[config.mk]
export PLATFORM = sky130hd
export DESIGN_NAME = adder_result_fifo
export DESIGN_NICKNAME = d
export VERILOG_FILES = /design/src/rtl/adder_pkg.sv /design/src/rtl/adder_fifo_mem.sv /design/src/rtl/adder_result_fifo.sv
export SDC_FILE = /design/constraint.sdc
export NUM_CORES = 1
export LEC_CHECK = 0
export CAP_MARGIN = 20
export CORE_ASPECT_RATIO = 0.8
export CORE_MARGIN = 2
export CORE_UTILIZATION = 49
export CTS_CLUSTER_DIAMETER = 50
export DETAILED_ROUTE_END_ITERATION = 6
export PLACE_DENSITY = 0.9
export SYNTH_ARGS = -nofsm -noshare
export SYNTH_HDL_FRONTEND = slang
export SYNTH_HIERARCHICAL = 1
export SYNTH_SLANG_ARGS = --single-unit
[constraint.sdc]
create_clock -name clk -period 3 [get_ports clk]
set_clock_uncertainty 0.15 [all_clocks]
set_input_delay 0.6 -clock clk [delete_from_list [all_inputs] [get_ports clk]]
set_output_delay 0.6 -clock clk [all_outputs]
set_load 0.01 [all_outputs]
[src/rtl/adder_pkg.sv]
// Shared definitions for the adder result path.
// The result word is {carry, sum}. The carry sits at the MSB and the sum
// fills the low WIDTH bits.
package adder_pkg;

  // Default sum width of the upstream n_bit_adder
  localparam int ADDER_WIDTH = 8;

  // Width of one stored result word for a given sum width
  function automatic int result_w(input int sum_w);
    return sum_w + 1;
  endfunction

  // Bit position of the carry inside a result word
  function automatic int carry_idx(input int sum_w);
    return sum_w;
  endfunction

  // Result word layout at the default width
  typedef struct packed {
    logic                   carry;
    logic [ADDER_WIDTH-1:0] sum;
  } adder_result_t;

endpackage

[src/rtl/adder_fifo_mem.sv]
// Storage array for adder_result_fifo.
// It has DEPTH words of DW bits, one write port and one asynchronous read
// port. The contents are not reset; the pointer logic decides which words
// are valid.
module adder_fifo_mem #(
  parameter int DW    = 9,
  parameter int DEPTH = 4
) (
  input  logic                     clk,
  input  logic                     we,
  input  logic [$clog2(DEPTH)-1:0] waddr,
  input  logic [DW-1:0]            wdata,
  input  logic [$clog2(DEPTH)-1:0] raddr,
  output logic [DW-1:0]            rdata
);

  logic [DW-1:0] mem [DEPTH];

  // Write the addressed word on an accepted push
  always_ff @(posedge clk) begin
    if (we) begin
      mem[waddr] <= wdata;
    end
  end

  // Combinational read of the head word
  assign rdata = mem[raddr];

endmodule

[src/rtl/adder_result_fifo.sv]
// adder_result_fifo: buffers {carry, sum} results from an n_bit_adder.
// Optional feature macro: ADDER_FIFO_CARRY_STATS_EN enables the saturating
// carry_cnt statistic. When the macro is undefined, carry_cnt is tied to 0.
//
// Handshake:
//   - Output side: out_valid means the FIFO is non-empty and out_data holds
//     the head word. A pop happens on a rising edge where
//     out_valid && out_ready. out_valid does not depend on out_ready.
//   - Input side: there is no back-pressure. A word offered with in_valid
//     is stored if the FIFO is not full or a pop happens in the same cycle.
//     Otherwise the word is dropped and the sticky overflow flag is set.
//   - clr flushes the FIFO synchronously and has priority over push and pop.
module adder_result_fifo
  import adder_pkg::*;
#(
  parameter int WIDTH = ADDER_WIDTH,
  parameter int DEPTH = 4
) (
  input  logic                     clk,
  input  logic                     rst_n,
  input  logic                     clr,
  input  logic                     in_valid,
  input  logic [WIDTH-1:0]         s_in,
  input  logic                     c_in,
  output logic [result_w(WIDTH)-1:0] out_data,
  output logic                     out_valid,
  input  logic                     out_ready,
  output logic [$clog2(DEPTH):0]   level,
  output logic                     full,
  output logic                     overflow,
  output logic [15:0]              carry_cnt
);

  localparam int AW = $clog2(DEPTH);
  localparam int PW = AW + 1;
  localparam int RW = result_w(WIDTH);

  // Stop elaboration if the depth cannot use the wrap-bit pointer scheme
  if (DEPTH < 2 || (DEPTH & (DEPTH - 1)) != 0) begin : g_depth_chk
    $error("adder_result_fifo: DEPTH must be a power of two >= 2");
  end

  // Pointers carry one extra wrap bit, so they count modulo 2*DEPTH
  logic [PW-1:0] wr_ptr;
  logic [PW-1:0] rd_ptr;
  logic          empty;
  logic          push;
  logic          pop;
  logic [RW-1:0] wr_data;
  logic          overflow_q;

  // Same index and different wrap bit means full. Equal pointers mean empty.
  assign empty = (wr_ptr == rd_ptr);
  assign full  = (wr_ptr[PW-1] != rd_ptr[PW-1]) &&
                 (wr_ptr[AW-1:0] == rd_ptr[AW-1:0]);

  assign out_valid = !empty;
  assign pop       = out_valid && out_ready;
  // When full, a pop in the same cycle frees the head slot for this push.
  assign push      = in_valid && (!full || pop);
  assign level     = wr_ptr - rd_ptr;
  assign overflow  = overflow_q;

  // Pack the adder outputs into the result word, carry at the MSB
  always_comb begin
    wr_data                   = '0;
    wr_data[WIDTH-1:0]        = s_in;
    wr_data[carry_idx(WIDTH)] = c_in;
  end

  adder_fifo_mem #(
    .DW    (RW),
    .DEPTH (DEPTH)
  ) u_mem (
    .clk   (clk),
    .we    (push && !clr),
    .waddr (wr_ptr[AW-1:0]),
    .wdata (wr_data),
    .raddr (rd_ptr[AW-1:0]),
    .rdata (out_data)
  );

  // Advance the pointers on accepted push and pop. clr resets both.
  always_ff @(posedge clk or negedge rst_n) begin
    if (!rst_n) begin
      wr_ptr <= '0;
      rd_ptr <= '0;
    end else if (clr) begin
      wr_ptr <= '0;
      rd_ptr <= '0;
    end else begin
      if (push) begin
        wr_ptr <= wr_ptr + PW'(1);
      end
      if (pop) begin
        rd_ptr <= rd_ptr + PW'(1);
      end
    end
  end

  // Sticky overflow: set only when a word is dropped (full and no pop)
  always_ff @(posedge clk or negedge rst_n) begin
    if (!rst_n) begin
      overflow_q <= 1'b0;
    end else if (clr) begin
      overflow_q <= 1'b0;
    end else if (in_valid && full && !pop) begin
      overflow_q <= 1'b1;
    end
  end

`ifdef ADDER_FIFO_CARRY_STATS_EN
  logic [15:0] carry_cnt_q;

  // Count accepted pushes that carry out. The count saturates at all-ones.
  always_ff @(posedge clk or negedge rst_n) begin
    if (!rst_n) begin
      carry_cnt_q <= '0;
    end else if (clr) begin
      carry_cnt_q <= '0;
    end else if (push && c_in && (carry_cnt_q != 16'hFFFF)) begin
      carry_cnt_q <= carry_cnt_q + 16'd1;
    end
  end

  assign carry_cnt = carry_cnt_q;
`else
  assign carry_cnt = 16'd0;
`endif

endmodule

Yosys cells after proc, flatten, opt, wreduce, memory -nomap -nowiden
Memory sizes are Yosys's and may differ from the RTL's.
Cells that the tools add are included.
{"block": "word_totals", "regBits": 7, "ramBits": 36, "in_bits": 14, "output_inout_bits": 31, "memories": 1}
{"memory": "u_mem.mem", "depth": 4, "width": 9, "read_ports": 1, "rd_ports_with_merged_regs": 0, "write_ports": 1, "line": "adder_fifo_mem.sv:17", "source": "logic [DW-1:0] mem [DEPTH];"}
{"block": "classes", "n_addsub": 3, "n_eq_ne": 3, "muxes": 8, "n_reduce_logical": 14}
{"op": "$mux 3", "n": 4}
{"op": "$add 3x1->3 const B", "n": 2}
{"op": "$logic_and 1x1->1", "n": 6}
{"op": "$reduce_bool 2->1", "n": 3}
{"op": "$logic_not 1->1", "n": 4}
{"op": "$mux 1", "n": 4}
{"op": "$eq 3x3->1", "n": 1}
{"op": "$sub 3x3->3", "n": 1}
{"op": "$eq 2x2->1", "n": 1}
{"op": "$logic_or 1x1->1", "n": 1}
{"op": "$ne 1x1->1", "n": 1}

Logic depth before layout (Yosys ltp)
Gate-level depths: netlist of run 1.
{"block": "logic_depth", "depth_word": 8, "depth_mapped": 6}

By module
The synthesis of run 1 kept the hierarchy.
{"module": "adder_fifo_mem", "n_inst": 1, "cells_per_inst": 51, "area_per_inst_um2": 1331.3, "seq_area_each_um2": 1081.0}
{"module": "adder_result_fifo", "n_inst": 1, "cells_per_inst": 67, "area_per_inst_um2": 626.9, "seq_area_each_um2": 175.2}

Worst setup path before layout of run 1
No wires, ideal clock.
{"block": "synth_timing", "path_type": "register to register", "startpoint": "register wr_ptr[0]", "endpoint": "memory u_mem.mem[0][0], enable pin", "arrival_ns": 2.058, "path_slack_ns": 0.403, "stages_incl_launch_ff": 7, "period_less_slack_ns": 2.597, "cell_sequence": "dfrtp_1 > inv_1 > ha_1 > nand2_1 > o31a_1 > and2_1 > nor3b_1"}
{"block": "synth_between", "elab_chain_len": 8}
{"element": "from (decl)", "line": "adder_result_fifo.sv:44", "source": "logic [PW-1:0] wr_ptr;"}
{"element": "from (signal assigned)", "line": "adder_result_fifo.sv:93", "source": "wr_ptr <= wr_ptr + PW'(1);"}
{"element": "$eq 3x3->1 or $eq 2x2->1 (tied branches)", "line": "adder_result_fifo.sv:53, adder_result_fifo.sv:55"}
{"element": "$logic_not 1->1 or $logic_and 1x1->1 (tied branches)", "line": "adder_result_fifo.sv:57, adder_result_fifo.sv:54"}
{"element": "$logic_and 1x1->1 or $logic_not 1->1 (tied branches)", "line": "adder_result_fifo.sv:58, adder_result_fifo.sv:60"}
{"element": "$logic_or 1x1->1", "line": "adder_result_fifo.sv:60", "source": "assign push = in_valid && (!full || pop);"}
{"element": "$logic_and 1x1->1", "line": "adder_result_fifo.sv:60"}
{"element": "$logic_and 1x1->1", "line": "adder_result_fifo.sv:76", "source": ".we (push && !clr),"}
{"element": "$mux 1", "line": "adder_fifo_mem.sv:21", "source": "if (we) begin"}
{"element": "$mux 1 (not written as such)", "line": "adder_fifo_mem.sv:22", "source": "mem[waddr] <= wdata;"}
{"element": "to (decl)", "line": "adder_fifo_mem.sv:17"}
Several ways; a longest one is shown, not always the timed one.

Worst setup path in the final report of run 1
{"block": "layout_timing", "startpoint": "register wr_ptr[0]", "endpoint": "output level[2]"}
{"block": "layout_between", "elab_chain_len": 1}
{"element": "$sub 3x3->3", "line": "adder_result_fifo.sv:61", "source": "assign level = wr_ptr - rd_ptr;"}
{"element": "to (decl)", "line": "adder_result_fifo.sv:28", "source": "output logic [$clog2(DEPTH):0] level,"}
Every way passes these cells.

==> summary.txt, run 1 <==
Status: finished, final reports clean
Via density per instance: 4.98
1st-iter DRT viols: 81
Reg2reg path depth: 6
DP Worst Slack: 0.333 ns
Buf+Inv Stages, Crit Path: 2
Mux cell area share after synthesis: 0.130
Simple-gate share of the synthesized area: 0.0498
Crit path max-delay family: buffers and inverters
Initial antenna violation count: 0
Compound-Gate Fraction of Synth Area: 0.0390
RSZ-0062 raised after global routing: false
Post-synthesis cell type count: 33
Vias in the first global route: 1010
Worst Setup SP: wr_ptr[0]
CTS Hold Buffers Added: 0
Critical path type: reg -> out
Most frequent cells in the layout: edfxtp_1 (36), clkdlybuf4s50_1 (28), conb_1 (16)
First-pass GRT wire length: 4740 µm
Type of origin of the critical path: register
Yosys reg bits: 43
IO Pins: 45
Clock-pin slew on the worst setup and hold paths: 0.08 ns
WP depth: 5
Peak supply drop: 0.314 mV
Die Width: 74.7 µm
TritonRoute pass-1 iters: 6
HPWL after detailed placement: 2400 µm
Async set or reset register ratio after synthesis: 0.163
Total power: 1.40 mW
WL/cell: 15.6 µm
# Post-CTS Setup Buffers: 0
Total CTS buffers: 5
Setup crit end kind: output port
Bufs on Longest Clock Path: 2
CTS root buffer: clkbuf_8
Reg area: 1260 µm²
Tmin final: 2.83 ns
Slew @ Worst Pin: 0.515 ns
Drt drc: 0
YS warnings: 6
# rows: 20
Layout Nets: 172
Antenna Nets Post-Route: 0
Slew Viols, Final: 0
Post-Synth XOR/XNOR Area: 0.0173
Largest family of logic cells by synthesized area: multiplexers
Core area: 3800 µm²
Die ar.: 4520 µm²
MaxCap Viol Count: 0
Gr usage total: 0.157
Pwr dens: 600 nW/µm²
Cell Area, Synth: 1960 µm²
Worst slew margin: 0.657
Fmax: 353 MHz
Port Buffers: 28
Crit path max-delay cell type: clkdlybuf4s50_1
Setup ws final: 0.165 ns
Reg-to-Reg Start: rd_ptr[1]
Worst path arrival time: 2.08 ns
Delay of the slowest critical-path stage: 0.55 ns
Final instance area: 2340 µm²
Worst Hold Class: reg -> reg
Adder-Cell Fraction of Synth Area: 0.0358
Total of fill cells in the finished design: 287
Die height: 60.5 µm
Wirelength, routed: 3250 µm
Total gr overflow: 0
Syn_area_per_cell: 16.6 µm²
CTS tree: built
Terminus of the critical flop-to-flop path: u_mem/mem[1][8]
Number of synthesized flops with an enable pin: 36
Area Overhead vs Synth: 19.5%
Share of layout cells above drive strength 1: 0.162
Final hold violations: 0
Leak: 0.863 nW
CTS Sinks: 43
Non-filler cells, final: 209
Register-to-register setup slack: 0.39 ns
Post-synthesis sequential area ratio: 0.642
Setup violations, final: 0
CP required: 2.25 ns
Worst Setup EP: level[2]
Area of the multi-input gates: 592 µm²
H-tree depth: 2
Min-Delay Path Depth: 1
Clk Latency, worst-skew pair: 0.29 ns
Final design utilization: 0.615
Worst-path fanout max: 7
Post-DP Area: 2250 µm²
Dpl cells: 201
Fin Setup TNS: 0 ns
Post-synthesis cell count: 118
Crit path cell chain: inv_1 -> ha_1 -> fa_1 -> xnor2_1 -> clkdlybuf4s50_1
DR vias: 1040
Commonest non-fill, non-tap cell in the layout: edfxtp_1
RePlAce Congestion: 0.819
Fin crit share: 0.945
Predominant post-synthesis flop cell: edfxtp_1
Hold_ws: 0.353 ns
N_diodes: 0
Largest net degree at the start of global routing: 14
Initial Util: 0.515
[flip-flops by register name (all words and copies together) (netlist names)]
signal / count
u_mem/mem: 36
rd_ptr: 3
wr_ptr: 3
overflow: 1
[metal layers]
layer | vias up | global-route usage | routed length, µm
met2 | 40 | 0.262 | 1650
met1 | 516 | 0.179 | 1380
li1 | 482 | - | -
met5 | - | 0 | 0
met4 | 0 | 0.0765 | 21
met3 | 2 | 0.0648 | 202
[cell type report]
cell class | instances | area share
well taps | 55 | 0.0294
clock inverters | 2 | 0.00535
clock buffers | 6 | 0.0310
flip-flops and latches | 43 | 0.537
inverters | 7 | 0.0112
multi-input cells | 64 | 0.253
repair buffers | 32 | 0.133
[synthesized netlist by cell type, types with 2 or more instances]
master / n / area [µm²]
o21a_1: 2 / 15.0
and3b_1: 2 / 17.5
mux4_2: 9 / 203
buf_4: 16 / 120
nor2_1: 6 / 22.5
o2111ai_1: 2 / 17.5
nand2_1: 3 / 11.3
inv_1: 7 / 26.3
mux2_4: 2 / 30.0
ha_1: 4 / 50.1
edfxtp_1: 36 / 1080
dfrtp_1: 7 / 175
nor2b_1: 2 / 12.5
[timing repair]
action,in CTS,in global routing
setup endpoints to repair,0,1
gates resized for setup,0,1
endpoints found under the hold margin,0,0
[worst min path at each step]
| stage | from | end | slack, ns |
|---|---|---|---|
| floorplan | rst_n | overflow | 0.15 |
| global placement | overflow | overflow | 0.32 |
| detailed placement | overflow | overflow | 0.34 |
| CTS | overflow | overflow | 0.36 |
| global route | overflow | overflow | 0.39 |
| finish | overflow | overflow | 0.35 |
[power by group]
| part | switching (mW) | leakage, nW | internal (mW) | total, mW |
|---|---|---|---|---|
| clock | 0.186 | 0.0412 | 0.162 | 0.349 |
| combinational | 0.164 | 0.401 | 0.200 | 0.364 |
| sequential | 0.0175 | 0.421 | 0.673 | 0.691 |
[cell families after synthesis]
group,count (synthesis)
XOR/XNOR,3
AO/OA/AOI/OAI,9
buffers and inverters,26
flip-flops,43
other,1
multiplexers,13
adder cells (fa/ha/maj),5
AND/OR/NAND/NOR,18
Power figures use the tool's default switching activity.
==> run 2: changes to the inputs <==
--- a/config.mk
+++ b/config.mk
@@ -11,7 +11,9 @@
 export CORE_UTILIZATION = 49
 export CTS_CLUSTER_DIAMETER = 50
 export DETAILED_ROUTE_END_ITERATION = 6
+export GPL_ROUTABILITY_DRIVEN = 1
 export PLACE_DENSITY = 0.9
+export REMOVE_ABC_BUFFERS = 1
 export SYNTH_ARGS = -nofsm -noshare
 export SYNTH_HDL_FRONTEND = slang
 export SYNTH_HIERARCHICAL = 1
==> run 2 against run 1 <==
Effect of this change: non-clock buffer count stayed put; register-to-register slack improved by 0.08 ns; hold slack worse by 0.0069 ns; final area up 2.0%; total power is 11% higher; count of clock-buffer cells in the layout unchanged; highest routed layer unchanged.
==> summary.txt, run 2 (synthesis results as in run 1) <==
Status: finished, final reports clean
# rows: 20 (unchanged)
Fin crit share: 0.976 (+0.0313)
Worst path arrival time: 2.18 ns (+0.10 ns)
Cts repair resizes: 0 (unchanged)
DP Worst Slack: 0.382 ns (+0.0494 ns)
Type of origin of the critical path: register
Gr usage total: 0.165 (+0.00712)
Crit path max-delay family: buffers and inverters
Max reg flops: 36 (unchanged)
Initial Util: 0.515 (unchanged)
Commonest non-fill, non-tap cell in the layout: edfxtp_1
DR vias: 1064 (+2.3%)
Total CTS buffers: 5 (unchanged)
CP required: 2.25 ns (about the same)
IO Pins: 45 (unchanged)
Worst Hold Class: reg -> reg
# Post-CTS Setup Buffers: 0 (unchanged)
Port Buffers: 28 (unchanged)
Total power: 1.56 mW (+11%)
Worst-path fanout max: 7 (unchanged)
CTS Hold Buffers Added: 0 (unchanged)
WL/cell: 15.8 µm (+1.7%)
1st-iter DRT viols: 65 (-20%)
Die ar.: 4520 µm² (unchanged)
N_diodes: 0 (unchanged)
Die height: 60.5 µm (unchanged)
Startpoint of the worst hold path: overflow
Drt drc: 0 (unchanged)
Tmin final: 2.93 ns (+0.0939 ns)
Routed wl met3: 217 µm (+7.4%)
Wirelength, routed: 3310 µm (+1.7%)
Leak: 0.889 nW (+3.0%)
Area Overhead vs Synth: 21.9%
Setup crit end kind: output port
Max layer used: met4
Switching part of the total power: 0.230 (-0.0323)
Fmax: 341 MHz (-3.2%)
Total gr overflow: 0 (unchanged)
Clock-pin slew on the worst setup and hold paths: 0.07 ns (about the same)
HPWL after detailed placement: 2390 µm (-0.29%)
Most frequent cells in the layout: edfxtp_1 (36), clkdlybuf4s50_1 (28), conb_1 (16)
Antenna Nets Post-Route: 0 (unchanged)
Met2 routed WL: 1610 µm (-1.9%)
First-pass GRT wire length: 5200 µm (+9.6%)
Largest net degree at the start of global routing: 14 (unchanged)
MaxCap Viol Count: 0 (unchanged)
WL met1: 1420 µm (+2.6%)
Final instance area: 2390 µm² (+2.0%)
H-tree depth: 2 (unchanged)
Buf+Inv Stages, Crit Path: 2 (unchanged)
Critical path type: reg -> out
Pint: 1.21 mW (+16%)
Worst Setup SP: wr_ptr[0]
Final hold violations: 0 (unchanged)
Core area: 3800 µm² (unchanged)
RSZ-0062 raised after global routing: false
Most flops, register: u_mem/mem
Sequential share of power: 0.441 (-0.051)
Peak supply drop: 0.285 mV (-9.1%)
Layout Nets: 172 (unchanged)
Delay of the slowest critical-path stage: 0.58 ns (+0.03 ns)
Fin Setup TNS: 0 ns (unchanged)
CTS root buffer: clkbuf_8
Top flop regs: u_mem/mem: 36 flops, rd_ptr: 3 flops, wr_ptr: 3 flops
Comb power frac: 0.232 (-0.028)
Slew Viols, Final: 0 (unchanged)
Setup ws final: 0.0715 ns (-0.0939 ns)
Die Width: 74.7 µm (unchanged)
Post-DP Area: 2250 µm² (unchanged)
TritonRoute pass-1 iters: 4 (-2)
Via density per instance: 5.09 (+2.3%)
Bufs on Longest Clock Path: 2 (unchanged)
Clk Latency, worst-skew pair: 0.29 ns (about the same)
Pwr dens: 656 nW/µm² (+9.3%)
RePlAce Congestion: 0.845 (+3.2%)
Share of layout cells above drive strength 1: 0.156 (-0.00649)
Setup violations, final: 0 (unchanged)
Initial antenna violation count: 0 (unchanged)
Reg-to-Reg Start: rd_ptr[1]
Switching component of the power: 360 µW (-2.3%)
CTS Sinks: 43 (unchanged)
Vias in the first global route: 1030 (+2.0%)
Clock share of power: 0.327 (+0.079)
Crit path cell chain: inv_1 -> ha_1 -> fa_1 -> xnor2_1 -> clkdlybuf4s50_1
Crit path max-delay cell type: clkdlybuf4s50_1
CTS tree: built
[run 2: cell count changes in the layout (fill, tap and decap cells not counted), sizes merged]
cell      previous run  this run
bufinv               0         2
clkinvlp             1         0
clkinv               1         0
[run 2: worst paths after layout]
kind / to / slack, ns / cells after the start
setup / recovery: level[2] / 0.07 / 5
hold / removal: overflow / 0.35 / 1
setup reg to reg: u_mem/mem[2][6] / 0.47 / 6
hold reg to reg: overflow / 0.35 / 1
max in group asynchronous: wr_ptr[0] / 2.00 / 1
min in group asynchronous: rd_ptr[2] / 0.43 / 1
[run 2: final cells by class]
cell class	count	area, µm²
Multi-Input combinational cell	64	592
Sequential cell	43	1260
Tap cell	55	68.8
Fill cell	281	1420
Clock buffer	6	72.6
Inverter	7	26.3
Timing Repair Buffer	32	310
Clock inverter	2	60.1
[run 2: layer usage]
| metal | vias up | GRT usage |
|---|---|---|
| met5 | - | 0 |
| met4 | 0 | 0.0689 |
| met3 | 7 | 0.0415 |
| met2 | 53 | 0.281 |
| met1 | 522 | 0.204 |
| li1 | 482 | - |
[run 2: worst register-to-register path: stages, from the launching register on]
cell     delay [ns]
dfrtp_1        0.53
inv_1          0.10
ha_1           0.30
nand2_1        0.20
o31a_1         0.23
and2_1         0.19
and3b_1        0.47
[run 2: through the flow]
step,instances,hold WS [ns],utilization
2_1_floorplan,114,0.154,-
3_3_place_gp,201,0.324,0.592
3_5_place_dp,201,0.333,0.592
4_1_cts,209,0.350,0.627
5_1_grt,209,0.366,0.627
6_report,209,0.346,0.627
[run 2: power by group through the flow]
stage	registers (mW)	clock network, mW	logic [mW]
global placement	0.702	0	0.353
detailed placement	0.704	0	0.364
finish	0.690	0.512	0.363
floorplan	0.716	0	0.172
CTS	0.690	0.524	0.366
global route	0.693	0.551	0.391
==> run 3: changes to the inputs <==
--- a/config.mk
+++ b/config.mk
@@ -12,6 +12,7 @@
 export CTS_CLUSTER_DIAMETER = 50
 export DETAILED_ROUTE_END_ITERATION = 6
 export GPL_ROUTABILITY_DRIVEN = 1
+export GPL_TIMING_DRIVEN = 0
 export PLACE_DENSITY = 0.9
 export REMOVE_ABC_BUFFERS = 1
 export SYNTH_ARGS = -nofsm -noshare
==> run 3 against run 2 <==
Effect of this change: die area stayed put; sequential share of layout area increased by 1.1 points; via count shrank 3.5%; core utilization down 0.89 points.
==> summary.txt, run 3 (synthesis results as in run 1) <==
Area Overhead vs Synth: 20.1%
Fmax: 349 MHz (+2.3%)
Initial Util: 0.515 (unchanged)
Share of layout cells above drive strength 1: 0.171 (+0.0152)
Total CTS buffers: 5 (unchanged)
Met1 Track Usage GR: 0.202 (-0.00180)
Die height: 60.5 µm (unchanged)
Switching part of the total power: 0.248 (+0.0180)
Via density per instance: 4.96 (-2.5%)
CTS Hold Buffers Added: 0 (unchanged)
Dpl cells: 198 (-1.5%)
IO Pins: 45 (unchanged)
Core area: 3800 µm² (unchanged)
GR Util met2: 0.268 (-0.0126)
First-pass GRT wire length: 5040 µm (-3.0%)
Pint: 1.08 mW (-10%)
Non-filler cells, final: 207 (-0.96%)
Initial antenna violation count: 0 (unchanged)
Most frequent cells in the layout: edfxtp_1 (36), clkdlybuf4s50_1 (28), conb_1 (16)
WL/cell: 15.2 µm (-4.0%)
Setup ws final: 0.138 ns (+0.0662 ns)
MaxCap Viol Count: 0 (unchanged)
Setup crit end kind: output port
Tmin final: 2.86 ns (-0.0662 ns)
Sequential share of power: 0.486 (+0.045)
Drt drc: 0 (unchanged)
RSZ-0062 raised after global routing: false
Antenna Nets Post-Route: 0 (unchanged)
Status: finished, final reports clean
CTS Sinks: 43 (unchanged)
Port Buffers: 28 (unchanged)
1st-iter DRT viols: 50 (-23%)
Vias in the first global route: 1001 (-2.8%)
Largest net degree at the start of global routing: 14 (unchanged)
Slew Viols, Final: 0 (unchanged)
RePlAce Congestion: 0.756 (-10%)
Fin Setup TNS: 0 ns (unchanged)
GR Util met3: 0.0415 (unchanged)
Clk Latency, worst-skew pair: 0.28 ns (about the same)
Total gr overflow: 0 (unchanged)
Final design utilization: 0.618 (-0.00888)
Leak: 0.863 nW (-2.9%)
HPWL after detailed placement: 2280 µm (-4.8%)
Worst-path fanout max: 7 (unchanged)
Die ar.: 4520 µm² (unchanged)
Most Used Layer, Global Route: met2
DR vias: 1027 (-3.5%)
CTS root buffer: clkbuf_8
Bufs on Longest Clock Path: 2 (unchanged)
Clock share of power: 0.269 (-0.058)
Comb power frac: 0.244 (+0.012)
Worst path arrival time: 2.11 ns (-0.07 ns)
Critical path type: reg -> out
Switching component of the power: 357 µW (-0.82%)
Die Width: 74.7 µm (unchanged)
Total power: 1.44 mW (-8.0%)
Most flops, register: u_mem/mem
H-tree depth: 2 (unchanged)
Fin crit share: 0.954 (-0.0221)
N_diodes: 0 (unchanged)
# rows: 20 (unchanged)
Layout Nets: 170 (-1.2%)
Pwr dens: 612 nW/µm² (-6.7%)
Top flop regs: u_mem/mem: 36 flops, rd_ptr: 3 flops, wr_ptr: 3 flops
Final hold violations: 0 (unchanged)
Wirelength, routed: 3140 µm (-4.9%)
TritonRoute pass-1 iters: 4 (unchanged)
CTS tree: built
Peak supply drop: 0.259 mV (-9.2%)
Clock-pin slew on the worst setup and hold paths: 0.07 ns (about the same)
CP required: 2.25 ns (about the same)
Commonest non-fill, non-tap cell in the layout: edfxtp_1
Worst Hold Class: reg -> reg
Type of origin of the critical path: register
Max reg flops: 36 (unchanged)
Gr usage total: 0.163 (-0.00205)
DP Worst Slack: -0.264 ns (-0.646 ns)
Setup violations, final: 0 (unchanged)
[run 3: worst paths after layout]
kind | slack [ns] | from | to | depth (start not counted)
worst max-delay path | 0.14 | wr_ptr[0] | level[2] | 5
worst min-delay path | 0.36 | overflow | overflow | 1
worst max register to register | 0.27 | rd_ptr[1] | u_mem/mem[0][7] | 7
worst min register to register | 0.36 | overflow | overflow | 1
max in group asynchronous | 1.97 | rst_n | rd_ptr[1] | 1
min in group asynchronous | 0.44 | rst_n | overflow | 1
[run 3: area by class of cell]
cell class	instances	area [µm²]
clock inverters	1	7.51
repair buffers	30	293
fillers	291	1450
inverters	7	26.3
clock buffers	7	96.3
well taps	55	68.8
multi-input cells	64	597
flip-flops and latches	43	1260
[run 3: repair_timing]
| action | in CTS | in global routing |
|---|---|---|
| hold endpoints to repair | 0 | 0 |
| endpoints found under the setup margin | 12 | 3 |
| resized for setup | 3 | 2 |
| buffers inserted | 0 | 1 |
[run 3: worst max-delay path, stage by stage (launching register included)]
cell	delay, ns
dfrtp_1	0.45
inv_1	0.09
ha_1	0.21
fa_1	0.37
xnor2_1	0.15
clkdlybuf4s50_1	0.55
[run 3: per-layer routing]
layer	vias up	wire length, µm	share of wire
li1	478	-	-
met1	513	1360	0.43
met4	0	64	0.020
met3	5	145	0.046
met2	31	1580	0.50
met5	-	0	0
[run 3: through the flow]
step / hold WS (ns) / cell area (µm²)
2_1_floorplan: 0.154 / 1870
3_3_place_gp: 0.325 / 2220
3_5_place_dp: 0.343 / 2230
4_1_cts: 0.361 / 2340
5_1_grt: 0.373 / 2350
6_report: 0.357 / 2350
[run 3: power by group through the flow]
stage	Clock, mW	Combinational, mW	Sequential, mW
6_report	0.387	0.352	0.700
5_1_grt	0.426	0.384	0.703
4_1_cts	0.401	0.331	0.717
3_5_place_dp	0	0.330	0.729
3_3_place_gp	0	0.318	0.727
2_1_floorplan	0	0.172	0.716
